## src/rtl/fetch_sequencer.sv

```systemverilog
// Instruction-fetch and phase sequencer: PC/IR, imem handshake, FETCH->ISSUE->EXECUTE.
// Optional single-step input STEP is enabled by defining FETCH_SINGLE_STEP_EN.
module fetch_sequencer #(
    parameter int unsigned ADDR_W  = 16,
    parameter int unsigned TIMEOUT = 15
) (
    input  logic              CLOCK,
    input  logic              RESET,
    input  logic              EXEC,
`ifdef FETCH_SINGLE_STEP_EN
    input  logic              STEP,
`endif
    output logic              IMEM_REQ,
    output logic [ADDR_W-1:0] IMEM_ADDR,
    input  logic [15:0]       IMEM_RDATA,
    input  logic              IMEM_VALID,
    input  logic              PC_load,
    input  logic [ADDR_W-1:0] BRANCH_TARGET,
    output logic [15:0]       COMMAND,
    output logic [ADDR_W-1:0] PC,
    output logic              EXEC_PHASE,
    output logic              RUNNING,
    output logic              FETCH_ERR,
    output logic [15:0]       INSTR_COUNT
);

    localparam int unsigned WAIT_W  = 8;
    localparam int unsigned INSTR_W = 16;

    typedef enum logic [1:0] {
        HALT,
        FETCH,
        ISSUE,
        EXECUTE
    } state_t;

    state_t              state;
    logic                stop_pending;
    logic [WAIT_W-1:0]   wait_cnt;
    logic [2:0]          exec_sync;
    logic                exec_pulse;
    logic                is_hlt;

    // Two-flop synchroniser plus one history flop for rising-edge detect
    always_ff @(posedge CLOCK or negedge RESET) begin
        if (!RESET) begin
            exec_sync <= 3'b000;
        end else begin
            exec_sync <= {exec_sync[1:0], EXEC};
        end
    end

    assign exec_pulse = exec_sync[1] & ~exec_sync[2];

`ifdef FETCH_SINGLE_STEP_EN
    logic [2:0] step_sync;
    logic       step_pulse;

    always_ff @(posedge CLOCK or negedge RESET) begin
        if (!RESET) begin
            step_sync <= 3'b000;
        end else begin
            step_sync <= {step_sync[1:0], STEP};
        end
    end

    assign step_pulse = step_sync[1] & ~step_sync[2];
`endif

    assign is_hlt    = (COMMAND[15:14] == 2'b11) && (COMMAND[7:4] == 4'hF);
    assign IMEM_ADDR = PC;

    // Phase FSM; every output is updated alongside the state it belongs to
    always_ff @(posedge CLOCK or negedge RESET) begin
        if (!RESET) begin
            state        <= HALT;
            PC           <= '0;
            COMMAND      <= '0;
            IMEM_REQ     <= 1'b0;
            EXEC_PHASE   <= 1'b0;
            RUNNING      <= 1'b0;
            FETCH_ERR    <= 1'b0;
            INSTR_COUNT  <= '0;
            stop_pending <= 1'b0;
            wait_cnt     <= '0;
        end else begin
            case (state)
                HALT: begin
                    if (exec_pulse) begin
                        state        <= FETCH;
                        IMEM_REQ     <= 1'b1;
                        RUNNING      <= 1'b1;
                        FETCH_ERR    <= 1'b0;
                        stop_pending <= 1'b0;
                        wait_cnt     <= '0;
                    end
`ifdef FETCH_SINGLE_STEP_EN
                    else if (step_pulse) begin
                        // A single step is a run that is already asked to stop
                        state        <= FETCH;
                        IMEM_REQ     <= 1'b1;
                        RUNNING      <= 1'b1;
                        FETCH_ERR    <= 1'b0;
                        stop_pending <= 1'b1;
                        wait_cnt     <= '0;
                    end
`endif
                end
                FETCH: begin
                    if (IMEM_VALID) begin
                        COMMAND  <= IMEM_RDATA;
                        state    <= ISSUE;
                        IMEM_REQ <= 1'b0;
                        if (exec_pulse) stop_pending <= 1'b1;
                    end else if (wait_cnt == WAIT_W'(TIMEOUT - 1)) begin
                        // Timeout takes priority over a coincident stop request
                        FETCH_ERR <= 1'b1;
                        state     <= HALT;
                        IMEM_REQ  <= 1'b0;
                        RUNNING   <= 1'b0;
                    end else begin
                        wait_cnt <= wait_cnt + WAIT_W'(1);
                        if (exec_pulse) stop_pending <= 1'b1;
                    end
                end
                ISSUE: begin
                    if (exec_pulse) stop_pending <= 1'b1;
                    if (is_hlt) begin
                        state       <= HALT;
                        RUNNING     <= 1'b0;
                        INSTR_COUNT <= INSTR_COUNT + INSTR_W'(1);
                    end else begin
                        state      <= EXECUTE;
                        EXEC_PHASE <= 1'b1;
                    end
                end
                EXECUTE: begin
                    PC          <= PC_load ? BRANCH_TARGET : PC + ADDR_W'(1);
                    INSTR_COUNT <= INSTR_COUNT + INSTR_W'(1);
                    EXEC_PHASE  <= 1'b0;
                    if (stop_pending || exec_pulse) begin
                        state   <= HALT;
                        RUNNING <= 1'b0;
                    end else begin
                        state    <= FETCH;
                        IMEM_REQ <= 1'b1;
                        wait_cnt <= '0;
                    end
                end
                default: begin
                    state <= HALT;
                end
            endcase
        end
    end

endmodule

```

## config.mk

```make
export PLATFORM = sky130hd
export DESIGN_NAME = fetch_sequencer
export DESIGN_NICKNAME = d
export VERILOG_FILES = /design/src/rtl/fetch_sequencer.sv
export SDC_FILE = /design/constraint.sdc
export NUM_CORES = 1
export LEC_CHECK = 0
export BUFFER_PORTS_ARGS = -buffer_cell sky130_fd_sc_hd__buf_2
export CORE_MARGIN = 4
export CORE_UTILIZATION = 56
export CTS_CLUSTER_SIZE = 12
export DETAILED_ROUTE_END_ITERATION = 8
export HOLD_SLACK_MARGIN = 0.12
export MAX_ROUTING_LAYER = met4
export PLACE_DENSITY = 0.95
export SYNTH_ARGS = -nofsm -noshare
export SYNTH_HDL_FRONTEND = slang
export SYNTH_SLANG_ARGS = --single-unit
```

## constraint.sdc

```tcl
create_clock -name CLOCK -period 3.7 [get_ports CLOCK]
set_clock_uncertainty 0.2 [all_clocks]
set_input_delay 0.555 -clock CLOCK [delete_from_list [all_inputs] [get_ports CLOCK]]
set_output_delay 0.555 -clock CLOCK [all_outputs]
set_load 0.05 [all_outputs]
```

After elaboration in Yosys (flattened, before gate mapping)

Cells that the tools add are included.

Bits in registers: 66
Input bits: 37
Output and inout port bits: 68
Logic and storage cells: 81

Add/subtract/negate cells: 3
Eq/ne operators: 16
Muxes and demuxes: 33
Bitwise operators: 2
Reduce and logical (&&, ||, !) cells: 16

Operators with widths:

| cell                    | count |
|---|---|
| $add A16 B1 Y16 const B | 2 |
| $mux W16                | 2 |
| $mux W8                 | 4 |
| $pmux W16 S2            | 1 |
| $pmux W8 S3             | 1 |
| $ne A2 B2 Y1 const B    | 8 |
| $mux W1                 | 15 |
| $reduce_and A5 Y1       | 2 |
| $add A8 B1 Y8 const B   | 1 |
| $eq A8 B4 Y1 const B    | 1 |
| $mux W2                 | 4 |
| $pmux W2 S4             | 1 |
| $reduce_and A2 Y1       | 4 |
| $reduce_and A4 Y1       | 2 |
| $eq A2 B2 Y1 const B    | 3 |
| $ne A3 B3 Y1 const B    | 2 |
| $pmux W1 S3             | 2 |
| $reduce_bool A3 Y1      | 2 |
| $eq A4 B4 Y1 const B    | 1 |
| $pmux W1 S2             | 2 |
| $pmux W1 S4             | 1 |
| $reduce_bool A2 Y1      | 2 |
| $reduce_and A3 Y1       | 1 |
| $eq A2 B1 Y1 const B    | 1 |
| other kinds (5)         | 5 |

Logic depth before layout (Yosys ltp)

Gate-level depths: netlist (run 1).

Word-level depth: 6
Gate-level depth with buffers: 7
Mapped depth without buffers: 6

Worst setup path before layout (run 1)

No wires, ideal clock.

Kind: register to register
Start point: register PC[0], in the netlist IMEM_ADDR[0]
End point: register PC[14], in the netlist IMEM_ADDR[14]
Setup time: 70 ps
Data arrival time: 1967 ps
Data required time: 3430 ps
Setup slack: 1463 ps
Stages on the path, launching flop included: 6
Path buffers: 0
Clock period less this slack: 2237 ps
Cells stage by stage: dfrtp_1 > ha_1 > nand3_1 > or2_1 > or4_1 > nand3_1

Cells in the longest elaborated chain, start to end: 2

RTL lines:

| item                   | line | text |
|---|---|---|
| start, declared        | 20   | `output logic [ADDR_W-1:0] PC,` |
| start signal, assigned | 138  | `PC <= PC_load ? BRANCH_TARGET : PC + ADDR_W'(1);` |
| $add A16 B1 Y16        | 138  |  |
| $mux W16               | 138  |  |

Every way passes these cells.
A chain may end at the register's enable or synchronous reset.

Worst setup path in the final report (run 1)

Start point: register state[1]
End point: register state[1]

Cells in the longest elaborated chain, start to end: 3
Elaborated cells on any way between the ends: 8
Classes of those cells: 5 x eq/ne; 1 x mux; 2 x reduce/logical

RTL lines:

| item                                                          | line | text |
|---|---|---|
| start, declared                                               | 37   | `state_t state;` |
| start signal, assigned                                        | 76   | `state <= HALT;` |
| start signal, assigned                                        | 90   | `state <= FETCH;` |
| start signal, assigned                                        | 112  | `state <= ISSUE;` |
| $eq A2 B1 Y1 / $logic_not A2 Y1 (equally long branches)       | 87   | `case (state)` |
| $ne A3 B3 Y1 (no line) / $ne A2 B2 Y1 (equally long branches) | -    |  |
| $reduce_and A2 Y1 (no line)                                   | -    |  |

Parallel ways exist; a longest one is shown, timed or not.

==> results of run 1 <==
[routing by layer]
layer,global-route usage (%),part of all wire [%],up-vias
li1,-,-,1474
met1,30.31,41,1539
met2,38.49,49,166
met3,6.021,8.4,19
met4,7.810,1.8,0
met5,-,0,-
[flip-flops by register name (all words and copies together), names as in the netlist]
name          cells
IMEM_ADDR        16
IMEM_REQ          1
INSTR_COUNT      16
COMMAND          16
FETCH_ERR         1
stop_pending      1
state             2
wait_cnt          8
exec_sync         3
RUNNING           1
EXEC_PHASE        1
[worst max path at each step]
stage                 start             to  cells past startpoint
2_1_floorplan  IMEM_ADDR[0]  IMEM_ADDR[14]                      5
3_3_place_gp       state[1]       state[1]                      5
3_5_place_dp       state[1]       state[1]                      5
4_1_cts            state[1]       state[1]                      5
5_1_grt            state[1]       state[1]                      5
6_report           state[1]       state[1]                      5
[cell type report]
| type | count | area [um2] | area share (%) |
|---|---|---|---|
| Multi-Input combinational cell | 251 | 1683 | 39.68 |
| Sequential cell | 66 | 1652 | 38.94 |
| Timing Repair Buffer | 108 | 553.0 | 13.04 |
| Clock buffer | 10 | 137.6 | 3.245 |
| Tap cell | 75 | 93.84 | 2.212 |
| Clock inverter | 6 | 88.84 | 2.094 |
| Inverter | 9 | 33.78 | 0.7965 |
[where the power goes]
| group | switching, W | leakage, nW | internal (W) |
|---|---|---|---|
| clock | 0.000284 | 0.109 | 0.000399 |
| sequential | 0.000331 | 0.819 | 0.000980 |
| combinational | 0.00164 | 1.03 | 0.000563 |
| total | 0.00225 | 1.95 | 0.00194 |
[cell families (layout without fill, tap and decap cells)]
logic type	Yosys count	after routing	synth area share [%]
multiplexers	20	20	6.239
AND/OR/NAND/NOR	125	125	19.42
buffers and inverters	39	133	6.063
XOR/XNOR	15	15	3.701
AO/OA/AOI/OAI	82	82	14.87
flip-flops	66	66	46.53
adder cells (fa/ha/maj)	9	9	3.172
[cells in the final DEF, fill, tap and decap left out, drive strengths merged, types with 10 or more instances in the layout]
master  Yosys  layout
clkbuf      9      10
nor2       19      19
dfrtp      66      66
nor3       12      12
a21oi      21      21
buf        21     107
o21ai      24      24
xnor2      14      14
nand4      11      11
nand3      21      21
nand2      27      27
mux2       17      17
[metrics by stage]
step / std cells / setup slack [ns] / utilization [%] / instance area (um2)
3_3_place_gp: 508 / 1.279 / 66.47 / 4005
3_5_place_dp: 508 / 1.139 / 66.47 / 4005
4_1_cts: 525 / 1.124 / 70.39 / 4242
6_report: 525 / 1.122 / 70.39 / 4242
2_1_floorplan: 356 / 1.463 / - / 3550
5_1_grt: 525 / 0.9333 / 70.39 / 4242
==> impl_results.md, run 1 <==
- Maximum Capacitance Violations: 0
- WP data arrival: 2.65 ns
- Overflow after GRT: 0
- CP peak stage delay: 0.60 ns
- Slew @ Worst Pin: 1.106 ns
- Width of the die: 87.62 um
- Worst path buffer plus inverter count: 1
- Routed via count: 3198
- Mapped Area: 3550 um2
- Hold WS: 0.1578 ns
- Netlist cell types: 59
- Worst-path cell chain: inv_1 -> ha_1 -> nand2_1 -> a221o_1 -> o21ai_2
- I/O pin cnt: 105
- Hold EP: exec_sync[1]
- Worst Reg2Reg Path Length in Cells: 5
- Final TNS setup: 0 ns
- Chip Height: 87.62 um
- Pin count of the biggest net entering global routing: 52
- FILL cells: 473
- PwrDens: 989.4 nW/um2
- Synthesized Nets: 402
- Clock period minus worst slack: 2.578 ns
- # nets final: 491
- CTS tree: built
- Initial antenna violation count: 0
- ANT cells: 0
- Max Clk Rate: 387.8 MHz
- GP Congestion: 0.8611
- Share of synthesized registers carrying an async set or reset: 100.0%
- CTS buffer count: 9
- CTS max path bufs: 2
- Top-count cell post-synth: dfrtp_1
- First-pass GRT wire length: 14230 um
- Mapped Cells: 356
- Hold_buf cts: 1
- Post-synth EDFFs: 0
- WP data required: 3.77 ns
- Setup violations, final: 0
- Post-CTS Setup Inserts: 0
- Root Driver: clkbuf_8
- Worst hold path class: flip-flop to flip-flop
- Tcrit/Tclk final: 69.69%
- GRT Overall Usage: 24.15%
- Post_cts resized: 0
- Avg Cell Area, Syn: 9.971 um2
- Tot Pwr: 0.004197 W
- R2r setup slk: 1.12 ns
- Post-route DRC: 0
- Via-to-Cell Ratio: 6.091
- Fraction of layout cells with a size suffix above 1: 30.67%
- CTS Sinks: 66
- Skew-Pair Late Insertion Delay: 0.34 ns
- Worst Hold Path Cells: 0
- Sequential-to-total area share from yosys stat: 46.53%
- DP HPWL: 6216 um
- FF+latch count, synth: 66
- Initial core utilization: 58.91%
- Synth area leader: dfrtp_1
- Area Overhead vs Synth: 19.49%
- Top FF cell, synth: dfrtp_1
- Drt first pass iters: 5
- WL per Instance: 16.49 um
- Reg-to-Reg Start: state[1]
- Initial drt markers: 317
- Status: finished, final reports clean
- Top post-synthesis cells by area: dfrtp_1, buf_4, xnor2_1
- Yosys Warn Count: 0
- Routed WL: 8656 um
- Min-delay src: exec_sync[0]
- Slew Limit Headroom: 26.27%
- H-tree depth: 3
- Fin. max-slew vios: 0
- Peak VDD IR: 0.6989 mV
- Clock transition at path regs: 0.08 ns
- Crit path capture type: flip-flop
- Antenna Violating Nets Remaining: 0
- RSZ-0062 raised after global routing: false
- Row count: 28
- CP delay by family, top: simple AND/OR/NAND/NOR gates
- Post-synth top cells: dfrtp_1, nand2_1, a21oi_1, nand3_1, nor2_1
- Number of global-route vias before repair: 2994
- Critical path launch point type: flip-flop
- Leak: 1.953 nW
- Port Buffers: 104
- Slowest cell on the critical path: nand2_1
- Die area: 7676 um2
- Hold Vio Cnt, Final: 0
- CP Class: flip-flop to flip-flop
- Post-synth top area share: 46.53%
- Reg2reg end: state[1]
- Max Fanout on Critical Path: 20
- Core outline area: 6026 um2
Note: power is estimated with default switching activity, not from simulation.
==> run 2, diff against run 1 <==
ABC_AREA = 1   (was not set)
CORE_UTILIZATION = 48   (was 56)
PLACE_DENSITY = 0.87   (was 0.95)
clock period = 2.1 ns   (was 3.7 ns; I/O delays follow)
==> run 2 against run 1 <==
  * Cell count increased by 49%
  * Clock power increased by 77%
  * Core utilization decreased by 6.5 points
  * First-iteration DRC count decreased by 61%
  * Critical path depth increased by 2
  * Global-route usage decreased by 2.0 points
  * Combinational power increased by 92%
  * Die area increased by 28%
  * Synthesized cell count increased by 54%
  * Flip-flop and latch count unchanged
  * Register-to-register slack got worse by 0.93 ns
  * Non-clock buffer count increased by 33
  * Critical endpoint is now stop_pending
  * Largest cell class unchanged
  * Largest power group unchanged
==> impl_results.md, run 2 <==
- Worst Hold Path Cells: 5
- Top post-synthesis cells by area: dfrtp_1, nand2_1, inv_1
- RSZ-0062 raised after global routing: false
- CP Class: flip-flop to flip-flop
- Synth area leader: dfrtp_1
- Clock period minus worst slack: 1.910 ns
- Post-CTS Setup Inserts: 0
- Initial antenna violation count: 0
- WP data arrival: 1.94 ns
- Post-route DRC: 0
- Min-delay src: BRANCH_TARGET[4]
- First-pass GRT wire length: 17500 um
- Initial core utilization: 50.57%
- CTS buffer count: 9
- Final TNS setup: 0 ns
- Leak: 2.689 nW
- Clock transition at path regs: 0.08 ns
- Pin count of the biggest net entering global routing: 67
- Initial drt markers: 123
- FILL cells: 687
- Peak VDD IR: 0.9330 mV
- Sequential-to-total area share from yosys stat: 41.41%
- Setup violations, final: 0
- Area Overhead vs Synth: 26.35%
- Post-synth EDFFs: 0
- Reg2reg end: stop_pending
- Routed WL: 10170 um
- Top FF cell, synth: dfrtp_1
- DP HPWL: 7018 um
- I/O pin cnt: 105
- Post-synth top area share: 41.41%
- CTS max path bufs: 2
- Mapped Cells: 549
- Routed via count: 3882
- Row count: 32
- Max Clk Rate: 523.6 MHz
- Tot Pwr: 0.007575 W
- Netlist cell types: 36
- Chip Height: 99.16 um
- FF+latch count, synth: 66
- WP data required: 2.13 ns
- Synthesized Nets: 595
- Worst Reg2Reg Path Length in Cells: 7
- Fraction of layout cells with a size suffix above 1: 23.30%
- Most frequent cells in the layout: nand2_1, buf_2, dfrtp_1
- Port Buffers: 104
- Hold EP: IMEM_ADDR[4]
- Tcrit/Tclk final: 90.95%
- CTS Sinks: 66
- ANT cells: 0
- Root Driver: clkbuf_8
- Slew Limit Headroom: 61.72%
- Worst hold path class: primary input to flip-flop
- # nets final: 719
- Avg Cell Area, Syn: 7.266 um2
- Mapped Area: 3989 um2
- Maximum Capacitance Violations: 0
- Max Fanout on Critical Path: 10
- Most common cell after layout, fill and taps aside: nand2_1
- Core outline area: 7888 um2
- Slew @ Worst Pin: 0.5720 ns
- Share of synthesized registers carrying an async set or reset: 100.0%
- Status: finished, final reports clean
- Yosys Warn Count: 0
- PwrDens: 1503 nW/um2
- Skew-Pair Late Insertion Delay: 0.34 ns
- Via-to-Cell Ratio: 4.977
- Hold WS: 0.1497 ns
- Overflow after GRT: 0
- CTS tree: built
- R2r setup slk: 0.19 ns
- Number of global-route vias before repair: 3919
- Drt first pass iters: 4
- GP Congestion: 0.9018
- Width of the die: 99.16 um
- WL per Instance: 13.04 um
- H-tree depth: 3
- Antenna Violating Nets Remaining: 0
- Crit path capture type: flip-flop
- Reg-to-Reg Start: state[1]
- Die area: 9833 um2
- Hold Vio Cnt, Final: 0
- Top-count cell post-synth: nand2_1
- Post-synth top cells: nand2_1, dfrtp_1, inv_1
- Fin. max-slew vios: 0
- GRT Overall Usage: 22.13%
- Critical path launch point type: flip-flop
[run 2: cell type report]
type | count | area [um2] | area share (%)
inverters | 64 | 242.7 | 4.816
well taps | 102 | 127.6 | 2.532
repair buffers | 141 | 888.4 | 17.63
clock buffers | 9 | 123.9 | 2.458
flip-flops and latches | 66 | 1652 | 32.77
clock inverters | 7 | 101.3 | 2.011
multi-input cells | 391 | 1904 | 37.79
[run 2: repair_timing]
action,CTS,global route
hold buffers,31,0
resized for setup,1,1
endpoints found under the hold margin,96,0
setup endpoints to repair,7,7
[run 2: metrics by stage]
| step | utilization [%] | worst slack [ns] | cells | cell area [um2] |
|---|---|---|---|---|
| global route | 63.90 | 0.01970 | 780 | 5040 |
| finish | 63.90 | 0.1900 | 780 | 5040 |
| floorplan | - | 0.2354 | 549 | 3989 |
| global placement | 57.01 | 0.01965 | 733 | 4497 |
| CTS | 63.90 | 0.09978 | 780 | 5040 |
| detailed placement | 57.01 | -0.1563 | 733 | 4497 |
[run 2: worst max path at each step]
stage / endpoint / startpoint
6_report: stop_pending / state[1]
5_1_grt: stop_pending / state[1]
4_1_cts: INSTR_COUNT[8] / state[0]
3_5_place_dp: INSTR_COUNT[8] / state[0]
3_3_place_gp: INSTR_COUNT[15] / state[0]
2_1_floorplan: IMEM_ADDR[10] / IMEM_ADDR[1]
[run 2: worst max-delay path, cell delays in order (launching register included)]
cell and delay (ns):
dfrtp_1 0.43, inv_1 0.11, ha_1 0.48, nand4_2 0.26, inv_2 0.14, nand2_1 0.08, nand3b_1 0.08, nand2_1 0.05
[run 2: layer usage]
metal  global-route usage (%)  part of all wire (%)  up-vias
met2                    37.91                    51      138
li1                         -                     -     1939
met4                    6.933                  0.86        0
met3                    4.628                   6.8        8
met5                        -                     0        -
met1                    26.14                    41     1797
[run 2: kinds of logic after synthesis]
logic type	count (synthesis)	synth area share, %
buf+inv	92	11.04
compound gates	37	5.239
fa+ha+maj	9	2.823
flops	66	41.41
simple gates	332	36.64
xor+xnor	13	2.854
[run 2: report_power, final]
part           internal (W)  switching, W  leakage [nW]
combinational       0.00100       0.00323          1.75
sequential          0.00169      0.000446         0.835
clock              0.000678      0.000528         0.106
total               0.00337       0.00421          2.69
